## src/rtl/fip_pkg.sv

```systemverilog
// fip_pkg: shared definitions for the iterative fixed-point operators.
// Holds the divider state encoding, the TRUE/FALSE constants and helpers
// that build the most positive / most negative bit patterns of a w-bit
// two's-complement word. The helpers return 64 bits; callers keep the
// low w bits, so they are valid for w <= 64.
package fip_pkg;

  localparam logic TRUE  = 1'b1;
  localparam logic FALSE = 1'b0;

  typedef enum logic [1:0] {
    ST_IDLE = 2'd0,
    ST_DIV  = 2'd1,
    ST_FIX  = 2'd2
  } fip_state_e;

  // Largest positive value of a w-bit signed word (0x7F..F).
  function automatic logic [63:0] fip_max(input int w);
    return (64'd1 << (w - 1)) - 64'd1;
  endfunction

  // Most negative value of a w-bit signed word (0x80..0).
  function automatic logic [63:0] fip_min(input int w);
    return 64'd1 << (w - 1);
  endfunction

endpackage

```

## src/rtl/fip_sat.sv

```systemverilog
// fip_sat: sign / range / divide-by-zero resolution for an unsigned
// N-bit magnitude result of an iterative operator.
//   i_mag  : unsigned result magnitude (N bits)
//   i_sign : 1 = result is negative
//   i_dbz  : 1 = divide by zero; sign then selects MAX (0) / MIN (1)
//   o_z    : WIDTH-bit signed result
//   o_ovf  : magnitude does not fit the signed WIDTH-bit range
// Purely combinational; the caller registers the outputs.
module fip_sat
  import fip_pkg::*;
#(
  parameter int WIDTH = 32,
  parameter int N     = 48,
  parameter bit SAT   = 1'b1
) (
  input  logic [N-1:0]     i_mag,
  input  logic             i_sign,
  input  logic             i_dbz,
  output logic [WIDTH-1:0] o_z,
  output logic             o_ovf
);

  localparam logic [WIDTH-1:0] W_MAX = WIDTH'(fip_max(WIDTH));
  localparam logic [WIDTH-1:0] W_MIN = WIDTH'(fip_min(WIDTH));

  logic [WIDTH-1:0] w_low;
  logic [WIDTH-1:0] w_wrap;
  logic [WIDTH-1:0] w_limit;
  logic             w_hi_nz;
  logic             w_range_ovf;

  // Range check, wrap value and final result selection.
  always_comb begin
    w_low   = i_mag[WIDTH-1:0];
    // Low bits of the negated magnitude equal the negation of the low bits.
    w_wrap  = i_sign ? (~w_low + {{(WIDTH-1){1'b0}}, 1'b1}) : w_low;
    w_hi_nz = |i_mag[N-1:WIDTH];
    // Negative results may reach exactly 2^(W-1); positive ones stop one short.
    if (i_sign) begin
      w_range_ovf = w_hi_nz | (i_mag[WIDTH-1] & (|i_mag[WIDTH-2:0]));
    end else begin
      w_range_ovf = w_hi_nz | i_mag[WIDTH-1];
    end
    w_limit = i_sign ? W_MIN : W_MAX;
    if (i_dbz) begin
      o_z   = w_limit;
      o_ovf = FALSE;
    end else if (w_range_ovf && (SAT == TRUE)) begin
      o_z   = w_limit;
      o_ovf = TRUE;
    end else begin
      o_z   = w_wrap;
      o_ovf = w_range_ovf;
    end
  end

endmodule

```

## src/rtl/fip_div_seq.sv

```systemverilog
// fip_div_seq: iterative signed fixed-point divider, one quotient bit per
// cycle (restoring radix-2 on magnitudes), z = x / y in Q(WIDTH-FRA_BITS).FRA_BITS.
//   i_clk, i_rst : clock, synchronous active-high reset
//   i_en         : start; accepted when idle
//   i_x, i_y     : signed dividend / divisor, sampled on accept
//   o_z          : signed quotient, held until the next result
//   o_busy       : operation in flight
//   o_valid      : one-cycle pulse when o_z/o_dbz/o_ovf are updated
//   o_dbz, o_ovf : divide-by-zero / out-of-range flags, held with o_z
// Latency from accept edge to o_valid is WIDTH+FRA_BITS+2 cycles.
module fip_div_seq
  import fip_pkg::*;
#(
  parameter int WIDTH    = 32,
  parameter int FRA_BITS = 16,
  parameter bit SAT      = 1'b1
) (
  input  logic             i_clk,
  input  logic             i_rst,
  input  logic             i_en,
  input  logic [WIDTH-1:0] i_x,
  input  logic [WIDTH-1:0] i_y,
  output logic [WIDTH-1:0] o_z,
  output logic             o_busy,
  output logic             o_valid,
  output logic             o_dbz,
  output logic             o_ovf
);

  localparam int N  = WIDTH + FRA_BITS;
  localparam int CW = $clog2(N);
  localparam logic [CW-1:0] CNT_LAST = CW'(N - 1);
  localparam logic [CW-1:0] CNT_ZERO = {CW{1'b0}};

  fip_state_e r_state;
  fip_state_e w_state_nxt;

  logic             r_sign;
  logic             r_dbz;
  logic [WIDTH-1:0] r_ymag;
  logic [N-1:0]     r_dvd;
  logic [WIDTH:0]   r_rem;
  logic [N-1:0]     r_quo;
  logic [CW-1:0]    r_cnt;

  logic [WIDTH-1:0] r_z;
  logic             r_busy;
  logic             r_valid;
  logic             r_dbz_out;
  logic             r_ovf;

  logic [WIDTH-1:0] w_xmag;
  logic [WIDTH-1:0] w_ymag;
  logic [WIDTH+1:0] w_rem_sh;
  logic [WIDTH+1:0] w_diff;
  logic             w_ge;
  logic [WIDTH-1:0] w_sat_z;
  logic             w_sat_ovf;
  logic             w_busy_nxt;
  logic             w_valid_nxt;

  // Operand magnitudes and the restoring trial subtraction.
  always_comb begin
    // |FIP_MIN| = 2^(W-1) is still representable as a W-bit unsigned value.
    w_xmag   = i_x[WIDTH-1] ? (~i_x + {{(WIDTH-1){1'b0}}, 1'b1}) : i_x;
    w_ymag   = i_y[WIDTH-1] ? (~i_y + {{(WIDTH-1){1'b0}}, 1'b1}) : i_y;
    w_rem_sh = {r_rem, r_dvd[N-1]};
    // The top bit of w_rem_sh is always 0, so the diff MSB is a clean borrow.
    w_diff   = w_rem_sh - {2'b00, r_ymag};
    w_ge     = ~w_diff[WIDTH+1];
  end

  // State register.
  always_ff @(posedge i_clk) begin
    if (i_rst) begin
      r_state <= ST_IDLE;
    end else begin
      r_state <= w_state_nxt;
    end
  end

  // Next-state logic.
  always_comb begin
    w_state_nxt = r_state;
    case (r_state)
      ST_IDLE: begin
        if (i_en) w_state_nxt = ST_DIV;
        else      w_state_nxt = ST_IDLE;
      end
      ST_DIV: begin
        if (r_cnt == CNT_ZERO) w_state_nxt = ST_FIX;
        else                   w_state_nxt = ST_DIV;
      end
      ST_FIX:  w_state_nxt = ST_IDLE;
      default: w_state_nxt = ST_IDLE;
    endcase
  end

  // Next values of the registered handshake outputs.
  always_comb begin
    w_busy_nxt = (w_state_nxt != ST_IDLE);
    if (r_state == ST_FIX) w_valid_nxt = TRUE;
    else                   w_valid_nxt = FALSE;
  end

  // Operand capture and one restoring step per DIV cycle.
  always_ff @(posedge i_clk) begin
    if (i_rst) begin
      r_sign <= 1'b0;
      r_dbz  <= 1'b0;
      r_ymag <= {WIDTH{1'b0}};
      r_dvd  <= {N{1'b0}};
      r_rem  <= {(WIDTH+1){1'b0}};
      r_quo  <= {N{1'b0}};
      r_cnt  <= CNT_ZERO;
    end else begin
      case (r_state)
        ST_IDLE: begin
          if (i_en) begin
            r_sign <= i_x[WIDTH-1] ^ i_y[WIDTH-1];
            r_dbz  <= (i_y == {WIDTH{1'b0}});
            r_ymag <= w_ymag;
            r_dvd  <= {w_xmag, {FRA_BITS{1'b0}}};
            r_rem  <= {(WIDTH+1){1'b0}};
            r_quo  <= {N{1'b0}};
            r_cnt  <= CNT_LAST;
          end else begin
            r_cnt  <= r_cnt;
          end
        end
        ST_DIV: begin
          // With |y| = 0 this runs unchanged; fip_sat ignores the quotient.
          r_dvd <= {r_dvd[N-2:0], 1'b0};
          r_rem <= w_ge ? w_diff[WIDTH:0] : w_rem_sh[WIDTH:0];
          r_quo <= {r_quo[N-2:0], w_ge};
          r_cnt <= r_cnt - {{(CW-1){1'b0}}, 1'b1};
        end
        default: begin
          r_cnt <= r_cnt;
        end
      endcase
    end
  end

  fip_sat #(
    .WIDTH (WIDTH),
    .N     (N),
    .SAT   (SAT)
  ) u_sat (
    .i_mag  (r_quo),
    .i_sign (r_sign),
    .i_dbz  (r_dbz),
    .o_z    (w_sat_z),
    .o_ovf  (w_sat_ovf)
  );

  // Registered outputs; result and flags load only on the valid pulse.
  always_ff @(posedge i_clk) begin
    if (i_rst) begin
      r_z       <= {WIDTH{1'b0}};
      r_busy    <= 1'b0;
      r_valid   <= 1'b0;
      r_dbz_out <= 1'b0;
      r_ovf     <= 1'b0;
    end else begin
      r_busy  <= w_busy_nxt;
      r_valid <= w_valid_nxt;
      if (w_valid_nxt) begin
        r_z       <= w_sat_z;
        r_dbz_out <= r_dbz;
        r_ovf     <= w_sat_ovf;
      end else begin
        r_z       <= r_z;
        r_dbz_out <= r_dbz_out;
        r_ovf     <= r_ovf;
      end
    end
  end

  assign o_z     = r_z;
  assign o_busy  = r_busy;
  assign o_valid = r_valid;
  assign o_dbz   = r_dbz_out;
  assign o_ovf   = r_ovf;

endmodule

```

## config.mk

```make
export PLATFORM = sky130hd
export DESIGN_NAME = fip_div_seq
export DESIGN_NICKNAME = d
export VERILOG_FILES = /design/src/rtl/fip_pkg.sv /design/src/rtl/fip_sat.sv /design/src/rtl/fip_div_seq.sv
export SDC_FILE = /design/constraint.sdc
export NUM_CORES = 1
export LEC_CHECK = 0
export ABC_CLOCK_PERIOD_IN_PS = 4100
export CAP_MARGIN = 20
export CORE_MARGIN = 3
export CORE_UTILIZATION = 58
export CTS_CLUSTER_DIAMETER = 100
export CTS_CLUSTER_SIZE = 14
export DETAILED_ROUTE_END_ITERATION = 8
export PLACE_DENSITY = 0.81
export RECOVER_POWER = 50
export SYNTH_ARGS = -nofsm -noshare
export SYNTH_HDL_FRONTEND = slang
export SYNTH_SLANG_ARGS = --single-unit
export TNS_END_PERCENT = 5
```

## constraint.sdc

```tcl
create_clock -name i_clk -period 4.1 [get_ports i_clk]
set_input_delay 0.615 -clock i_clk [delete_from_list [all_inputs] [get_ports i_clk]]
set_output_delay 0.615 -clock i_clk [all_outputs]
set_load 0.01 [all_outputs]
```

# == Word-level counts from Yosys, hierarchy flattened ==
# Index checks and enable logic that the tools add are counted.
# word_totals
reg_bits,207
inputBits,67
out_inout_bits,36
wordCells,60
# op_classes
n_addsub,5
n_eq_ne,3
mux,22
bitwise,8
reduce_logical,9
# op_table
op,count
32-bit 2-to-1 mux,6
48-bit one-hot mux with 2 select lines,2
"32-bit by 1-bit adder with 32-bit output, second input constant",3
48-bit 2-to-1 mux,2
32-bit NOT,3
33-bit 2-to-1 mux,2
33-bit one-hot mux with 2 select lines,1
34-bit by 32-bit subtractor with 34-bit output,1
32-bit zero test,1
31-bit OR reduction,1
16-bit OR reduction,1
6-bit one-hot mux with 2 select lines,1
6-bit zero test,1
6-bit 2-to-1 mux,1
"6-bit by 1-bit subtractor with 6-bit output, second input constant",1
1-bit 2-to-1 mux,5
2-bit one-hot mux with 2 select lines,1
2-bit AND reduction,2
2-bit nonzero test,2
"2-bit by 1-bit equality test with 1-bit output, second input constant",1
"2-bit equality test, second input constant",1
2-bit zero test,1
2-bit 2-to-1 mux,1
"2-bit inequality test, second input constant",1
4 further kinds,5

# == Logic depth before layout (Yosys ltp) ==
# depth
ltp_word,6
ltp_mapped,13
mapped_depth_nobuf,12

# == Cells and area by module ==
# A second synthesis with hierarchy kept.
# unflattened
hier_cells,1380
area_unflattened_um2,11307.1
# modules_own_cells
mod,n_inst,cells_per_inst,area_per_inst_um2,seq_area_each_um2
fip_div_seq,1,1197,9938.3,3823.7
fip_sat,1,183,1368.8,0.0

# == Least setup slack after synthesis ==
# OpenSTA, ideal clock, no wires.
# synth_path
path_type,in2reg
start,input i_y[10]
end,register r_ymag[29]
setup_time_ns,0.086
arrival_ns,3.010
t_required_ns,4.014
path_slack_ns,1.004
stages,9
path_buffers,0
path_cell_list,or4_1 -> or3_1 -> or3_1 -> or4_4 -> nor2_1 -> nand2_1 -> o31ai_2 -> xor2_1 -> a211oi_1
# synth_via
elab_chain_cells,3
# synth_lines
item,line,rtl
"start, declared",fip_div_seq.sv:22,"input logic [WIDTH-1:0] i_y,"
32-bit NOT,fip_div_seq.sv:66,"w_ymag = i_y[WIDTH-1] ? (~i_y + {{(WIDTH-1){1'b0}}, 1'b1}) : i_y;"
32-bit by 1-bit adder with 32-bit output,fip_div_seq.sv:66,
32-bit 2-to-1 mux,fip_div_seq.sv:66,
"end signal, assigned",fip_div_seq.sv:111,r_ymag <= {WIDTH{1'b0}};
"end signal, assigned",fip_div_seq.sv:122,r_ymag <= w_ymag;
"end, declared",fip_div_seq.sv:40,logic [WIDTH-1:0] r_ymag;
# No other way between the ends.
# A chain may end at the register's enable or synchronous reset.

# == Worst setup path in the final report ==
# layout_path
start,register r_quo[2]
end,"register r_z[24], in the netlist o_z[24]"
# layout_via
elab_chain_cells,6
elab_cells_between_ends,9
classes_between,add/sub (1); mux (4); bitwise (3); reduce/logical (1)
# layout_lines
item,line,rtl
"start, declared",fip_div_seq.sv:43,logic [N-1:0] r_quo;
"start signal, assigned",fip_div_seq.sv:114,r_quo <= {N{1'b0}};
"start signal, assigned",fip_div_seq.sv:125,r_quo <= {N{1'b0}};
"start signal, assigned",fip_div_seq.sv:135,"r_quo <= {r_quo[N-2:0], w_ge};"
"parallel branches: the longest is 4 deep, another holds 32-bit by 1-bit adder with 32-bit output",-,
32-bit 2-to-1 mux *,fip_sat.sv:48,end else if (w_range_ovf && (SAT == TRUE)) begin
32-bit 2-to-1 mux *,fip_sat.sv:45,if (i_dbz) begin
"end signal, assigned",fip_div_seq.sv:160,r_z <= {WIDTH{1'b0}};
"end signal, assigned",fip_div_seq.sv:169,r_z <= w_sat_z;
"end signal, assigned",fip_div_seq.sv:173,r_z <= r_z;
"end, declared",fip_div_seq.sv:46,logic [WIDTH-1:0] r_z;
# Every way passes the cells marked *.

==> run metrics <==
PortBufs 102; final hold violations 0; Worst Setup Slack, final 0.5322 ns; FF+latch count, synth 191; area of the multi-input gates 0.006515 mm2; Pwr Density 379.4 mW/mm2; largest net degree at the start of global routing 77; slowest CP cell a211oi_2; VDD IR max 0.2651 mV; RSZ-0062 raised after global routing no; total of fill cells in the finished design 1470; crit start category register; met1 GRT Util 34.15%; root buf cell clkbuf_16; CTS H-tree depth 4; clk buf depth 2; commonest non-fill, non-tap cell in the layout dfxtp_1; initial antenna violation count 1; DRT Wirelength 27390 um; Routability Congestion 0.8902; gr usage total 26.31%; worst-path fanout max 10; crit path capture type register; critical-path cell list nor3_1 -> nand4b_1 -> nor3_2 -> and4_1 -> nand3_1 -> a211oi_2 -> o21ai_0 -> a21oi_1 -> a21o_1; min Tclk post-route 3.568 ns; DP HPWL 18670 um; met2 GRT Util 43.37%; vias in the first global route 9485; worst skew pair latency 0.44 ns; reg2reg setup slack 0.53 ns; Synth top area share 35.28%; Resize count post-CTS 0; CP required 4.48 ns; top cells by area, synth dfxtp_1, nor2_1, nand2_1; fin crit share 87.02%; Max-Cap Viols 2; Synth async-reset ratio 0%; busiest metal layer after global routing met2; Worst slew margin -67.29%; Worst EP arrival 3.94 ns; Yosys warnings 0; die area 0.02036 mm2; CTS tree yes; core area 0.01815 mm2; drt first pass iters 6; CTS sink count 191; Hold/Removal Path Class reg -> reg; drt drc 0; Num CTS Buffers 17; DRT iter0 DRCs 909; Worst Skew 0.01412 ns; slowest stage delay, CP 0.77 ns; NumNets Final 1482; number of flops mapped to enable cells by yosys 0; Reg area 0.003824 mm2; CTS Hold Buffers Added 0; fmax 0.2803 GHz; Vert. Die Dim 142.7 um; Post-Syn Nets 1432; dpl ws 0.3894 ns; Mapped Cells 1328; Top Ports 103; Yosys cell types 76; Setup violations, final 0; first-pass GRT wire length 44960 um; Vias per Instance 6.335; DR vias 10260; max-slew violations 60; Congestion Overflow GR 0; failing checks max-capacitance violations, max-slew violations; M3 GR Usage 4.856%; Starting Density 59.71%; Post-Syn Area per Cell 8.160 um2; share of cells above drive strength 1 5.180%; most frequent cells in the layout dfxtp_1, nor2_1, nand2_1; Die Wd 142.7 um; status finished, violations left; area grow syn2layout 16.31%; area leader, netlist dfxtp_1; WS Path Type reg -> reg; Antenna Violating Nets Remaining 0; Post-CTS Setup Inserts 0; Worst-path clk slew 0.07 ns; sequential share of the synthesized area 35.28%; Synth Flop Type dfxtp_1; leakage 4.928 nW; Cell Area, Synth 0.01084 mm2; Least-Margin Pin Slew 2.500 ns; num rows 49; Avg WL per Cell 16.90 um; Sum Neg Setup Slack 0 ns
==> cell families (layout without fill, tap and decap cells) <==
kind of cell	after synthesis	in the layout	synth area share (%)
compound gates	426	426	27.31
fa+ha+maj	37	37	4.341
other cells	0	1	0
mux	29	29	2.690
simple gates	417	417	18.19
flops	191	191	35.28
xor+xnor	91	91	7.355
buf+inv	137	199	4.838
==> state kept, by name (all words and copies together) (netlist names) <==
register,count
o_ovf,1
r_ymag,32
r_dbz,1
r_dvd,32
r_quo,48
o_z,32
r_cnt,6
r_state,2
o_dbz,1
r_rem,33
o_busy,1
o_valid,1
r_sign,1
==> worst max-delay path, delay by kind of cell, from the launching register on <==
family / cells / cell delay, ns
and+or+nand+nor: 5 / 1.71
DFF: 1 / 0.38
AOI/OAI and AO/OA: 4 / 1.43
==> synthesized netlist by cell type (15+ instances only) <==
cell type	n
dfxtp_1	191
nor2_1	137
nand2_1	133
a21oi_1	91
o21ai_0	89
clkbuf_1	72
inv_1	50
xor2_1	49
a22o_1	46
xnor2_1	42
a211oi_1	40
ha_1	36
mux2i_1	28
nor3_1	24
a222oi_1	22
a21o_1	18
nand3_1	16
nand2b_1	15
==> path summary, 6_finish.rpt <==
path | start | end | depth (start not counted)
max | r_quo[2] | o_z[24] | 9
min | o_z[23] | o_z[23] | 2
max reg2reg | r_quo[2] | o_z[24] | 9
min reg2reg | o_z[23] | o_z[23] | 2
==> metal layers <==
layer | part of all wire [%] | up-vias | wire (um)
met5 | 0 | - | 0
met4 | 3.3 | 0 | 917
met3 | 5.2 | 60 | 1427
met2 | 47 | 351 | 12950
met1 | 44 | 4903 | 12090
li1 | - | 4949 | -
==> per-stage QoR <==
step	utilization [%]	hold WS (ns)	instances	instance area, um2	power, mW
detailed placement	66.11	0.4343	1587	12000	3.027
global route	69.46	0.4653	1620	12600	5.001
global placement	66.11	0.4339	1587	12000	3.003
finish	69.46	0.4384	1620	12600	4.783
floorplan	-	0.4240	1328	10840	2.730
CTS	69.59	0.4450	1618	12630	4.798
==> final cells by class <==
cell class | instances | area share [%]
Tap cell | 229 | 2.273
Sequential cell | 191 | 30.34
Antenna cell | 1 | 0.01985
Inverter | 50 | 1.489
Clock inverter | 14 | 1.628
Multi-Input combinational cell | 1000 | 51.69
Timing Repair Buffer | 118 | 9.192
Clock buffer | 17 | 3.375
==> where the power goes <==
part           internal (mW)  total (mW)  switching (mW)  leakage, nW
sequential              1.94        2.00          0.0541         1.55
combinational          0.406        1.00           0.594         3.07
clock                   1.03        1.78           0.751        0.306
No activity file was read; power rests on OpenSTA's default activity.
